<file path="config.mk">
export PLATFORM = sky130hd
export DESIGN_NAME = nv_nvdla_mcif_rd_ig_elastic_pipe_flat
export DESIGN_NICKNAME = d
export VERILOG_FILES = /design/src/rtl/nv_nvdla_mcif_rd_ig_elastic_pipe_pkg.sv /design/src/rtl/nv_nvdla_mcif_rd_ig_elastic_pipe_if.sv /design/src/rtl/nv_nvdla_mcif_rd_ig_elastic_pipe_mem.sv /design/src/rtl/nv_nvdla_mcif_rd_ig_elastic_pipe.sv /design/src/flat_wrapper.sv
export SDC_FILE = /design/constraint.sdc
export NUM_CORES = 1
export LEC_CHECK = 0
export BUFFER_PORTS_ARGS = -buffer_cell sky130_fd_sc_hd__clkbuf_2
export CAP_MARGIN = 15
export CORE_MARGIN = 5
export CORE_UTILIZATION = 56
export DETAILED_ROUTE_END_ITERATION = 10
export HOLD_SLACK_MARGIN = 0.06
export PLACE_DENSITY = 0.84
export SLEW_MARGIN = 20
export SYNTH_ARGS = -nofsm -noshare
export SYNTH_HDL_FRONTEND = slang
export SYNTH_HIERARCHICAL = 1
export SYNTH_SLANG_ARGS = --single-unit
</file>
<file path="constraint.sdc">
create_clock -name nvdla_core_clk -period 7.45 [get_ports nvdla_core_clk]
set_input_delay 2.235 -clock nvdla_core_clk [delete_from_list [all_inputs] [get_ports nvdla_core_clk]]
set_output_delay 2.235 -clock nvdla_core_clk [all_outputs]
set_load 0.03 [all_outputs]
</file>
<file path="src/rtl/nv_nvdla_mcif_rd_ig_elastic_pipe_pkg.sv">
// Shared helpers and parameter limits for the MCIF read-ingress elastic pipe.
// Optional bypass build controlled by NV_NVDLA_MCIF_PIPE_BYPASS_EN (see top).
package nv_nvdla_mcif_pipe_pkg;

  localparam int DEPTH_MIN = 2;
  localparam int DEPTH_MAX = 16;

  // Occupancy counter must represent 0..DEPTH inclusive.
  function automatic int cnt_w(input int depth);
    return $clog2(depth + 1);
  endfunction

  // Explicit wrap so non-power-of-two depths index only valid entries.
  function automatic int ptr_inc(input int ptr, input int depth);
    return (ptr == depth - 1) ? 0 : ptr + 1;
  endfunction

endpackage

</file>
<file path="src/rtl/nv_nvdla_mcif_rd_ig_elastic_pipe_if.sv">
// Handshake bundle between the bpt-side producer, the elastic pipe and the arbiter.
// The pipe uses the slave modport; the environment driving it uses master.
interface nv_nvdla_mcif_rd_ig_elastic_pipe_if #(
  parameter int WIDTH = 75,
  parameter int DEPTH = 2
);
  import nv_nvdla_mcif_pipe_pkg::*;

  localparam int CNTW = cnt_w(DEPTH);

  logic             in_vld;
  logic             in_rdy;
  logic [WIDTH-1:0] in_pd;
  logic             out_vld;
  logic             out_rdy;
  logic [WIDTH-1:0] out_pd;
  logic [CNTW-1:0]  level;
  logic             afull;

  modport master (
    output in_vld, in_pd, out_rdy,
    input  in_rdy, out_vld, out_pd, level, afull
  );

  modport slave (
    input  in_vld, in_pd, out_rdy,
    output in_rdy, out_vld, out_pd, level, afull
  );

endinterface

</file>
<file path="src/rtl/nv_nvdla_mcif_rd_ig_elastic_pipe_mem.sv">
// DEPTH x WIDTH storage for the elastic pipe: one write port, one async read port.
// Contents are intentionally not reset; validity is tracked by the top.
module nv_nvdla_mcif_pipe_mem #(
  parameter int WIDTH = 75,
  parameter int DEPTH = 2,
  parameter int PTRW  = 1
) (
  input  logic             nvdla_core_clk,
  input  logic             wr_en_i,
  input  logic [PTRW-1:0]  wr_addr_i,
  input  logic [WIDTH-1:0] wr_data_i,
  input  logic [PTRW-1:0]  rd_addr_i,
  output logic [WIDTH-1:0] rd_data_o
);

  logic [WIDTH-1:0] mem_q [DEPTH];

  always_ff @(posedge nvdla_core_clk) begin
    if (wr_en_i) begin
      mem_q[wr_addr_i] <= wr_data_i;
    end
  end

  assign rd_data_o = mem_q[rd_addr_i];

endmodule

</file>
<file path="src/rtl/nv_nvdla_mcif_rd_ig_elastic_pipe.sv">
// DEPTH-entry elastic pipe for the MCIF read ingress path with registered in_rdy.
// Define NV_NVDLA_MCIF_PIPE_BYPASS_EN for a zero-latency path when empty.
module nv_nvdla_mcif_rd_ig_elastic_pipe #(
  parameter int WIDTH        = 75,
  parameter int DEPTH        = 2,
  parameter int AFULL_THRESH = 1
) (
  input  logic                               nvdla_core_clk,
  input  logic                               nvdla_core_rstn,
  nv_nvdla_mcif_rd_ig_elastic_pipe_if.slave  pipe_if
);
  import nv_nvdla_mcif_pipe_pkg::*;

  localparam int              CNTW      = cnt_w(DEPTH);
  localparam int              PTRW      = $clog2(DEPTH);
  localparam logic [CNTW-1:0] FULL_LVL  = CNTW'(DEPTH);
  localparam logic [CNTW-1:0] AFULL_LVL = CNTW'(DEPTH - AFULL_THRESH);

  if (DEPTH < DEPTH_MIN || DEPTH > DEPTH_MAX) begin : g_depth_chk
    $error("nv_nvdla_mcif_rd_ig_elastic_pipe: DEPTH out of range");
  end
  if (AFULL_THRESH < 0 || AFULL_THRESH > DEPTH - 1) begin : g_afull_chk
    $error("nv_nvdla_mcif_rd_ig_elastic_pipe: AFULL_THRESH out of range");
  end

  logic [CNTW-1:0]  level_q, level_d;
  logic [PTRW-1:0]  rd_ptr_q, rd_ptr_d;
  logic [PTRW-1:0]  wr_ptr_q, wr_ptr_d;
  logic             out_vld_q;
  logic             in_rdy_q;
  logic             afull_q;
  logic             push;
  logic             pop;
  logic             wr_en;
  logic [WIDTH-1:0] head_pd;

  assign push = pipe_if.in_vld & in_rdy_q;
  assign pop  = out_vld_q & pipe_if.out_rdy;

`ifdef NV_NVDLA_MCIF_PIPE_BYPASS_EN
  // Empty pipe presents the incoming beat directly; a same-cycle accept skips storage.
  logic bypass;
  assign bypass          = ~out_vld_q & pipe_if.in_vld;
  assign wr_en           = push & ~(bypass & pipe_if.out_rdy);
  assign pipe_if.out_vld = out_vld_q | pipe_if.in_vld;
  assign pipe_if.out_pd  = out_vld_q ? head_pd : pipe_if.in_pd;
`else
  assign wr_en           = push;
  assign pipe_if.out_vld = out_vld_q;
  assign pipe_if.out_pd  = head_pd;
`endif

  assign pipe_if.in_rdy = in_rdy_q;
  assign pipe_if.level  = level_q;
  assign pipe_if.afull  = afull_q;

  always_comb begin
    level_d  = level_q;
    rd_ptr_d = rd_ptr_q;
    wr_ptr_d = wr_ptr_q;
    case ({wr_en, pop})
      2'b10:   level_d = level_q + CNTW'(1);
      2'b01:   level_d = level_q - CNTW'(1);
      default: level_d = level_q;
    endcase
    if (wr_en) begin
      wr_ptr_d = PTRW'(ptr_inc(int'(wr_ptr_q), DEPTH));
    end
    if (pop) begin
      rd_ptr_d = PTRW'(ptr_inc(int'(rd_ptr_q), DEPTH));
    end
  end

  // Status flags are recomputed from level_d so they change together with level.
  always_ff @(posedge nvdla_core_clk or negedge nvdla_core_rstn) begin
    if (!nvdla_core_rstn) begin
      level_q   <= '0;
      rd_ptr_q  <= '0;
      wr_ptr_q  <= '0;
      out_vld_q <= 1'b0;
      in_rdy_q  <= 1'b1;
      afull_q   <= 1'b0;
    end else begin
      level_q   <= level_d;
      rd_ptr_q  <= rd_ptr_d;
      wr_ptr_q  <= wr_ptr_d;
      out_vld_q <= (level_d != '0);
      in_rdy_q  <= (level_d != FULL_LVL);
      afull_q   <= (level_d >= AFULL_LVL);
    end
  end

  nv_nvdla_mcif_pipe_mem #(
    .WIDTH (WIDTH),
    .DEPTH (DEPTH),
    .PTRW  (PTRW)
  ) u_mem (
    .nvdla_core_clk (nvdla_core_clk),
    .wr_en_i        (wr_en),
    .wr_addr_i      (wr_ptr_q),
    .wr_data_i      (pipe_if.in_pd),
    .rd_addr_i      (rd_ptr_q),
    .rd_data_o      (head_pd)
  );

endmodule

</file>
<file path="src/flat_wrapper.sv">
// flat-port wrapper written by rule: the top's interface ports become plain ports
module nv_nvdla_mcif_rd_ig_elastic_pipe_flat import nv_nvdla_mcif_pipe_pkg::*;
#(
  parameter int WIDTH        = 75,
  parameter int DEPTH        = 2,
  parameter int AFULL_THRESH = 1
)
  (nvdla_core_clk, nvdla_core_rstn, pipe_if_in_vld, pipe_if_in_pd, pipe_if_out_rdy, pipe_if_in_rdy, pipe_if_out_vld, pipe_if_out_pd, pipe_if_level, pipe_if_afull);
  nv_nvdla_mcif_rd_ig_elastic_pipe_if #(.WIDTH(WIDTH), .DEPTH(DEPTH)) pipe_if_i ();
  input  logic nvdla_core_clk;
  input  logic nvdla_core_rstn;
  input wire logic [$bits(pipe_if_i.in_vld)-1:0] pipe_if_in_vld;
  input wire logic [$bits(pipe_if_i.in_pd)-1:0] pipe_if_in_pd;
  input wire logic [$bits(pipe_if_i.out_rdy)-1:0] pipe_if_out_rdy;
  output wire logic [$bits(pipe_if_i.in_rdy)-1:0] pipe_if_in_rdy;
  output wire logic [$bits(pipe_if_i.out_vld)-1:0] pipe_if_out_vld;
  output wire logic [$bits(pipe_if_i.out_pd)-1:0] pipe_if_out_pd;
  output wire logic [$bits(pipe_if_i.level)-1:0] pipe_if_level;
  output wire logic [$bits(pipe_if_i.afull)-1:0] pipe_if_afull;
  assign pipe_if_i.in_vld = pipe_if_in_vld;
  assign pipe_if_i.in_pd = pipe_if_in_pd;
  assign pipe_if_i.out_rdy = pipe_if_out_rdy;
  assign pipe_if_in_rdy = pipe_if_i.in_rdy;
  assign pipe_if_out_vld = pipe_if_i.out_vld;
  assign pipe_if_out_pd = pipe_if_i.out_pd;
  assign pipe_if_level = pipe_if_i.level;
  assign pipe_if_afull = pipe_if_i.afull;
  nv_nvdla_mcif_rd_ig_elastic_pipe #(.WIDTH(WIDTH), .DEPTH(DEPTH), .AFULL_THRESH(AFULL_THRESH)) u_core (.nvdla_core_clk(nvdla_core_clk), .nvdla_core_rstn(nvdla_core_rstn), .pipe_if(pipe_if_i));
endmodule
</file>
==> results_tabular.tex <==
\begin{tabular}{lr}
\hline
Metric & Value \\
\hline
\multicolumn{2}{l}{\textbf{Status}} \\
Outcome & complete, no violations \\
\multicolumn{2}{l}{\textbf{Yosys}} \\
Sequential cell area fraction in the yosys report & 0.789 \\
Net count after synthesis & 340 \\
Number of instances in the synthesized netlist & 260 \\
Synth Register Bits & 156 \\
Unique cell type count in the Yosys netlist & 21 \\
Cell Area, Synth & 0.00590 mm2 \\
Synthesized area per cell & 22.7 um2 \\
Yosys warning count & 6 \\
\multicolumn{2}{l}{\textbf{STA}} \\
Maximum clock skew at final layout & 0.00747 ns \\
TNS Setup & 0 ns \\
Count of endpoints failing hold in the final timing report & 0 \\
Final Setup Violations & 0 \\
Upper clock frequency limit & 0.207 GHz \\
Period utilisation layout & 0.647 \\
Clock period minus worst slack & 4.82 ns \\
Least-Margin Pin Slew & 1.00 ns \\
Setup repair after global routing missed its margin & no \\
Final Hold Slack & 0.563 ns \\
Final Max Tran Viols & 0 \\
Normalized max-slew margin & 0.333 \\
\multicolumn{2}{l}{\textbf{Route}} \\
Antenna Nets Post-Route & 0 \\
Detailed router's first-iteration violation count & 107 \\
Routed length per instance & 17.5 um \\
Residual DRC count & 0 \\
Total detailed-routing wirelength & 10100 um \\
Via density & 5.10 \\
Number of search-and-repair iterations in the first detailed-routing pass & 4 \\
Via count & 2940 \\
\multicolumn{2}{l}{\textbf{Floorplan}} \\
Standard cell core area & 0.0103 mm2 \\
Total Die Area & 0.0127 mm2 \\
Number of ports placed on the die boundary & 159 \\
Number of placement rows & 37 \\
Die boundary width & 113 um \\
Starting density of the core & 0.574 \\
Vertical die dimension & 113 um \\
\multicolumn{2}{l}{\textbf{Worst setup path}} \\
Critical Path Fanout Max & 48 \\
Startpoint type of the worst setup path & register \\
Crit Path Category & reg2out \\
Critical path capture point type & primary output \\
Worst path required time & 5.22 ns \\
FF-to-FF path depth & 4 \\
Data arrival time of the critical path & 2.59 ns \\
\multicolumn{2}{l}{\textbf{Power and ir drop}} \\
LEAKAGE & 2.98 nW \\
PD cells & 442 mW/mm2 \\
Maximum VDD drop & 342 uV \\
\multicolumn{2}{l}{\textbf{Finish}} \\
Synth-to-layout area growth & 25.6\% \\
Share of layout cells above drive strength 1 & 0.608 \\
Antenna diode count & 0 \\
Commonest cells after routing, fill and taps aside & sky130\_fd\_sc\_hd\_\_clkbuf\_2, sky130\_fd\_sc\_hd\_\_edfxtp\_1, sky130\_fd\_sc\_hd\_\_mux2\_4 \\
Post-layout net count & 510 \\
Most common cell after layout, fill and taps aside & sky130\_fd\_sc\_hd\_\_clkbuf\_2 \\
\multicolumn{2}{l}{\textbf{Placed design}} \\
Detailed Place HPWL & 6840 um \\
Routability-driven placement congestion ratio & 0.711 \\
Port-buffer cells & 158 \\
\multicolumn{2}{l}{\textbf{Flow run}} \\
Maximum capacitance violations & 0 \\
\multicolumn{2}{l}{\textbf{Global route}} \\
Vias in the first global route & 3124 \\
Total Routing Usage GR & 0.165 \\
First-pass GRT wire length & 16000 um \\
Antenna violations before repair & 1 \\
Maximum number of pins on one net before global-route repair & 76 \\
Overflow left after global routing & 0 \\
\multicolumn{2}{l}{\textbf{Clock tree}} \\
Number of hold buffers added after cts & 0 \\
Maximum buffer depth of the clock tree & 2 \\
Level count of the clock H-tree & 4 \\
Clock sinks & 156 \\
Clock tree from TritonCTS & yes \\
Root Driver & sky130\_fd\_sc\_hd\_\_clkbuf\_8 \\
CTS Buf Count & 17 \\
Clock slew seen by the registers of the worst setup and hold paths & 0.06 ns \\
Source-to-sink clock delay at the later pin of the worst-skew pair & 0.50 ns \\
Post-CTS setup buffer count & 0 \\
Post-cts sizing count & 0 \\
\multicolumn{2}{l}{\textbf{Worst hold path}} \\
Worst min path class & reg2reg \\
Count of cells along the worst hold path & 1 \\
\hline
\end{tabular}
## synthesized netlist by cell type, drive strengths merged
cell | number | area [um2]
nand2b | 2 | 12.5
nor3 | 1 | 5.00
dfstp | 1 | 26.3
a21oi | 1 | 5.00
nand2 | 1 | 3.75
nor2 | 1 | 3.75
xnor2 | 2 | 17.5
ha | 1 | 12.5
mux2 | 75 | 1030
and2 | 3 | 18.8
inv | 2 | 7.51
edfxtp | 150 | 4500
xor2 | 2 | 17.5
buf | 9 | 85.1
dfrtp | 5 | 125
o21ai | 3 | 15.0
nor2b | 1 | 6.26
## critical path, cell delays in order (launching register included)
cell	delay (ns)
sky130_fd_sc_hd__dfrtp_4	0.71
sky130_fd_sc_hd__buf_4	0.73
sky130_fd_sc_hd__mux2_2	0.42
sky130_fd_sc_hd__clkbuf_2	0.18
## through the flow
step	util	power [W]	cell area (um2)	instances	setup slack, ns
floorplan	-	0.00218	5900	260	1.20
global placement	0.662	0.00241	6800	547	3.15
detailed placement	0.662	0.00244	6800	547	3.09
CTS	0.721	0.00332	7410	577	2.57
global route	0.721	0.00342	7410	577	2.48
finish	0.721	0.00327	7410	577	2.63
## logic make-up after synthesis
group	share of synthesized area
mux	0.175
simple gates	0.00848
fa+ha+maj	0.00212
xor+xnor	0.00594
compound gates	0.00339
buf+inv	0.0157
flops	0.789
## final timing paths
path | from | endpoint | slack (ns)
min in group asynchronous | nvdla_core_rstn | u_core/pipe_if.level[0]$_DFF_PN0_ | 1.55
max in group asynchronous | nvdla_core_rstn | u_core/pipe_if.in_rdy$_DFF_PN1_ | 5.67
min reg2reg | u_core/pipe_if.level[1]$_DFF_PN0_ | u_core/pipe_if.in_rdy$_DFF_PN1_ | 0.56
min | u_core/pipe_if.level[1]$_DFF_PN0_ | u_core/pipe_if.in_rdy$_DFF_PN1_ | 0.56
max | u_core/rd_ptr_q$_DFFE_PN0P_ | pipe_if_out_pd[74] | 2.63
max reg2reg | u_core/pipe_if.in_rdy$_DFF_PN1_ | u_core/u_mem/mem_q[0][74]$_DFFE_PP_ | 4.92
## layer usage
metal / global-route usage / share of wire
met5: 0 / 0.0013
met4: 0.0625 / 0.016
met3: 0.0566 / 0.070
met2: 0.263 / 0.50
met1: 0.212 / 0.41
## final cells by class
cell class / count / area (um2)
repair buffers: 160 / 806
clock inverters: 12 / 189
well taps: 136 / 170
flip-flops and latches: 156 / 4660
inverters: 2 / 7.51
fillers: 650 / 2870
clock buffers: 18 / 418
multi-input cells: 93 / 1160
## power by group
part | internal, W | switching (W) | total (W) | leakage, nW
Clock | 0.000545 | 0.000320 | 0.000866 | 0.286
Sequential | 0.00119 | 0.0000881 | 0.00127 | 1.46
Combinational | 0.000427 | 0.000707 | 0.00113 | 1.23
## state kept, by name (all words and copies together), names as in the netlist
| signal | cells |
|---|---|
| u_core/pipe_if.afull | 1 |
| u_core/pipe_if.in_rdy | 1 |
| u_core/pipe_if.level | 2 |
| u_core/rd_ptr_q | 1 |
| u_core/u_mem/mem_q | 150 |
| u_core/wr_ptr_q | 1 |
(Power assumes the default switching activity.)
